**src/rtl/codeconv_ctrl.sv**
```systemverilog
// codeconv_ctrl: handshake controller that sequences an external binary/Gray byte converter
//   clk, reset (async, active-high)
//   in_valid/in_ready/in_data/in_mode       upstream request
//   cv_start/cv_convert/cv_data_in          converter command
//   cv_data_out/cv_done                     converter result
//   out_valid/out_ready/out_data/out_mode/out_err  downstream result
//   txn_count                               completed non-error results (saturating)
module codeconv_ctrl #(
  parameter int TIMEOUT = 16
) (
  input  logic        clk,
  input  logic        reset,
  input  logic        in_valid,
  output logic        in_ready,
  input  logic [7:0]  in_data,
  input  logic        in_mode,
  output logic        cv_start,
  output logic        cv_convert,
  output logic [7:0]  cv_data_in,
  input  logic [7:0]  cv_data_out,
  input  logic        cv_done,
  output logic        out_valid,
  input  logic        out_ready,
  output logic [7:0]  out_data,
  output logic        out_mode,
  output logic        out_err,
  output logic [15:0] txn_count
);
  localparam logic [2:0] IDLE = 3'd0, ARM = 3'd1, START = 3'd2, WAIT = 3'd3, SETTLE = 3'd4, OUT = 3'd5;
  logic [2:0] state;
  logic [7:0] cnt;
  assign in_ready  = state == IDLE;
  assign cv_start  = state == START;
  assign out_valid = state == OUT;
  always_ff @(posedge clk or posedge reset)
    if (reset) begin
      state      <= IDLE;
      cnt        <= 8'd0;
      cv_data_in <= 8'd0;
      cv_convert <= 1'b0;
      out_data   <= 8'd0;
      out_mode   <= 1'b0;
      out_err    <= 1'b0;
      txn_count  <= 16'd0;
    end else
      case (state)
        IDLE:
          if (in_valid) begin
            cv_data_in <= in_data;
            cv_convert <= in_mode;
            state      <= ARM;
          end
        // a converter still showing a stale done must drop it before a new start
        ARM:    state <= cv_done ? ARM : START;
        START: begin
          cnt   <= 8'd0;
          state <= WAIT;
        end
        // done takes priority over a timeout landing in the same cycle
        WAIT:
          if (cv_done) state <= SETTLE;
          else if (cnt == 8'(TIMEOUT - 1)) begin
            out_data <= 8'd0;
            out_mode <= cv_convert;
            out_err  <= 1'b1;
            state    <= OUT;
          end else cnt <= cnt + 8'd1;
        SETTLE: begin
          out_data <= cv_data_out;
          out_mode <= cv_convert;
          out_err  <= 1'b0;
          state    <= OUT;
        end
        OUT:
          if (out_ready) begin
            state <= IDLE;
            if (!out_err && txn_count != 16'hFFFF) txn_count <= txn_count + 16'd1;
          end
        default: state <= IDLE;
      endcase
endmodule

```
**config.mk**
```make
export PLATFORM = sky130hd
export DESIGN_NAME = codeconv_ctrl
export DESIGN_NICKNAME = d
export VERILOG_FILES = /design/src/rtl/codeconv_ctrl.sv
export SDC_FILE = /design/constraint.sdc
export NUM_CORES = 1
export LEC_CHECK = 0
export CAP_MARGIN = 20
export CORE_ASPECT_RATIO = 0.6
export CORE_UTILIZATION = 43
export DETAILED_ROUTE_END_ITERATION = 16
export PLACE_DENSITY_LB_ADDON = 0.25
export SLEW_MARGIN = 5
export SYNTH_ARGS = -nofsm -noshare
export SYNTH_HDL_FRONTEND = slang
export SYNTH_SLANG_ARGS = --single-unit
```
**constraint.sdc**
```tcl
create_clock -name clk -period 1.57 [get_ports clk]
set_input_delay 0.3925 -clock clk [delete_from_list [all_inputs] [get_ports clk]]
set_output_delay 0.3925 -clock clk [all_outputs]
set_load 0.01 [all_outputs]
```
==> impl_metrics.toml <==
[sta]
hold_viol_final = 0
min_period_ns = 1.66
skew_ns = 0.0142
whs_ns = 0.361
slew_viol_final = 0
rsz0062_at_grt = "yes"
worstMarginPinSlew_ns = 0.497
fin_crit_sh = 1.06
slew_headroom = 0.667
fmax_mhz = 601
finalSetupViolCount = 19
finalWorstSetupSlack_ns = -0.0927

[drt]
wl_mm = 5.91
vias = 1968
drt_iter0_markers = 96
drc = 0
drt-vias-per-instance = 5.32
dr.pass1.iters = 4
wire_per_inst_um = 16.0
drtAntennaViolNets = 0

[grt]
track_usage = 0.224
grt_pass1_vias = 1913
antenna_found_initial = 0
gr-total-overflow = 0
grt_first_pass_wirelength_mm = 9.16
grt_start_max_net_pins = 20

[synth]
postSynthCellCount = 184
async_flop_share = 1.00
ys_ff_latch = 46
synth_area_um2 = 2200
avgSynthCellArea_um2 = 12.0
synth_flop_cell = "dfrtp_1"
ys_types = 46
synth_fp_nets = 208
synth_edf_count = 0
synth_warnings = 0
seq_area_frac_synth = 0.523

[layout]
multi_input_area_um2 = 1130
diodes = 0
drive_gt1_frac = 0.371
fillerInstances = 326
fin_cells = 370
area_delta_synth_final_pct = 61.8
seq_area_um2 = 1160
final_nets = 330

[critical_path]
crit_required_ns = 1.75
crit_top_cell = "buf_6"
cp-end-kind = "register"
crit_chain = "buf_6 > buf_6 > nand4b_4 > buf_4 > nor2_4 > and2_4 > mux2_2"
reg2reg_depth = 7
start_kind = "register"
crit_slowest_cell = "dfrtp_1"
path_max_fanout = 2
max_stage_delay_ns = 0.40
path_delay_family = "simple AND/OR/NAND/NOR gates"
path_buf_inv = 3
critPathKind = "register to register"
cp_num_cells = 7
arrival_ns = 1.85

[die]
die_h_um = 57.4
start_util = 0.465
io-pin-count = 60
die_area_um2 = 5410
core_um2 = 4730
die_w_um = 94.3
row_count = 19

[pwr]
peakVddDrop_uv = 912
power_per_cell_area_nw_per_um2 = 1420
leakagePower_nw = 1.72

[placement]
post-place-ws_ns = -0.411
dpl.hpwl_mm = 3.96
portBuffers = 59
placed_cells = 338
gp_congestion = 0.835

[hold_path]
hold_path_class = "input pin to asynchronous set/reset pin"

[clock_tree]
hold_buffers = 0
cts_tree = "done"
clock_sinks = 46
clock_latency_ns = 0.30
clock_path_buffers = 2
cts.clk_slew.worst_paths_ns = 0.08
h-tree-depth = 2
cts_root_buf = "clkbuf_8"
cts_buffers = 5

[job]
drv_cap = 0

[run_status]
violations = "setup timing"
status = "finished with violations"
[synth_stat cells, types with 2 or more instances]
cell type	instances	area share
xnor2_1	14	0.056
and2_1	2	0.0057
inv_1	5	0.0085
nor2_1	9	0.015
nand3_1	14	0.032
and4_1	3	0.012
nor3_1	3	0.0068
ha_1	2	0.011
nor2_2	2	0.0057
nand2_1	9	0.015
o31ai_1	3	0.010
nand4_1	10	0.028
dfrtp_1	46	0.52
buf_4	3	0.010
nand4b_1	2	0.0080
o21ai_0	2	0.0046
mux2_2	12	0.061
o211ai_1	3	0.010
and3_1	5	0.014
a22o_1	9	0.036
[worst paths after layout]
check	slack (ns)	from	to
max	-0.09	state[1]	txn_count[1]
min	0.36	reset	cv_data_in[7]
max reg2reg	-0.09	state[1]	txn_count[1]
min reg2reg	0.50	out_data[3]	out_data[3]
max in group asynchronous	0.79	reset	cnt[2]
min in group clk	0.50	out_data[3]	out_data[3]
[sequential cells by signal, indices dropped and copies added, names as in the netlist]
register,cells
out_err,1
out_mode,1
cv_convert,1
txn_count,16
cv_data_in,8
state,3
cnt,8
out_data,8
[area by class of cell]
cell class / count / share of cell area
sequential: 46 / 0.325
multi-input combinational: 129 / 0.318
timing repair buffer: 119 / 0.297
tap: 63 / 0.0221
clock buffer: 5 / 0.0193
clock inverter: 3 / 0.0123
inverter: 5 / 0.00598
[placed cells by master, fill, tap and decap left out, drive strengths merged, types with 2 or more instances in the layout]
cell type      count
a2111oi            2
a22o               9
a41o               2
and2               3
and3               5
and4               3
buf               63
clkbuf             5
clkdlybuf4s50     21
clkinv             2
dfrtp             46
dlygate4sd2       34
ha                 2
inv                5
mux2              14
nand2              9
nand3             14
nand4             11
nand4b             3
nor2              11
nor3               3
nor3b              2
nor4               2
o211ai             3
o21ai              2
o31ai              3
xnor2             14
[logic make-up after synthesis]
family          share of synthesized area
simple gates                        0.211
mux                                0.0779
xor+xnor                           0.0597
flops                               0.523
buf+inv                            0.0227
fa+ha+maj                          0.0114
compound gates                     0.0939
[stage by stage]
step	setup TNS (ns)	area [um2]	util	power (W)
finish	-0.831	3560	0.752	0.00505
global route	-2.63	3560	0.752	0.00534
CTS	-0.519	3440	0.727	0.00486
detailed placement	-9.51	3170	0.670	0.00393
global placement	-8.77	3170	0.670	0.00388
floorplan	-0.0306	2220	-	0.00276
[power breakdown]
part           internal, W  switching [W]  total [W]  leakage, nW
clock network     0.000477       0.000408   0.000885       0.0585
registers          0.00153       0.000236    0.00177        0.591
logic              0.00135        0.00104    0.00240         1.07
[what timing repair did]
action | in CTS | in global routing
endpoints found under the hold margin | 0 | 0
gates cloned | 0 | 1
setup endpoints to repair | 61 | 44
buffers inserted | 22 | 1
pin swaps | 3 | 11
resized for setup | 61 | 21
[metal layers]
layer / GRT usage / share of wire / vias to the layer above
met3: 0.0533 / 0.064 / 6
li1: - / - / 939
met1: 0.324 / 0.49 / 956
met4: 0.0571 / 0.0086 / 0
met5: 0 / 0 / -
met2: 0.340 / 0.44 / 67
No activity file was read; power rests on OpenSTA's default activity.
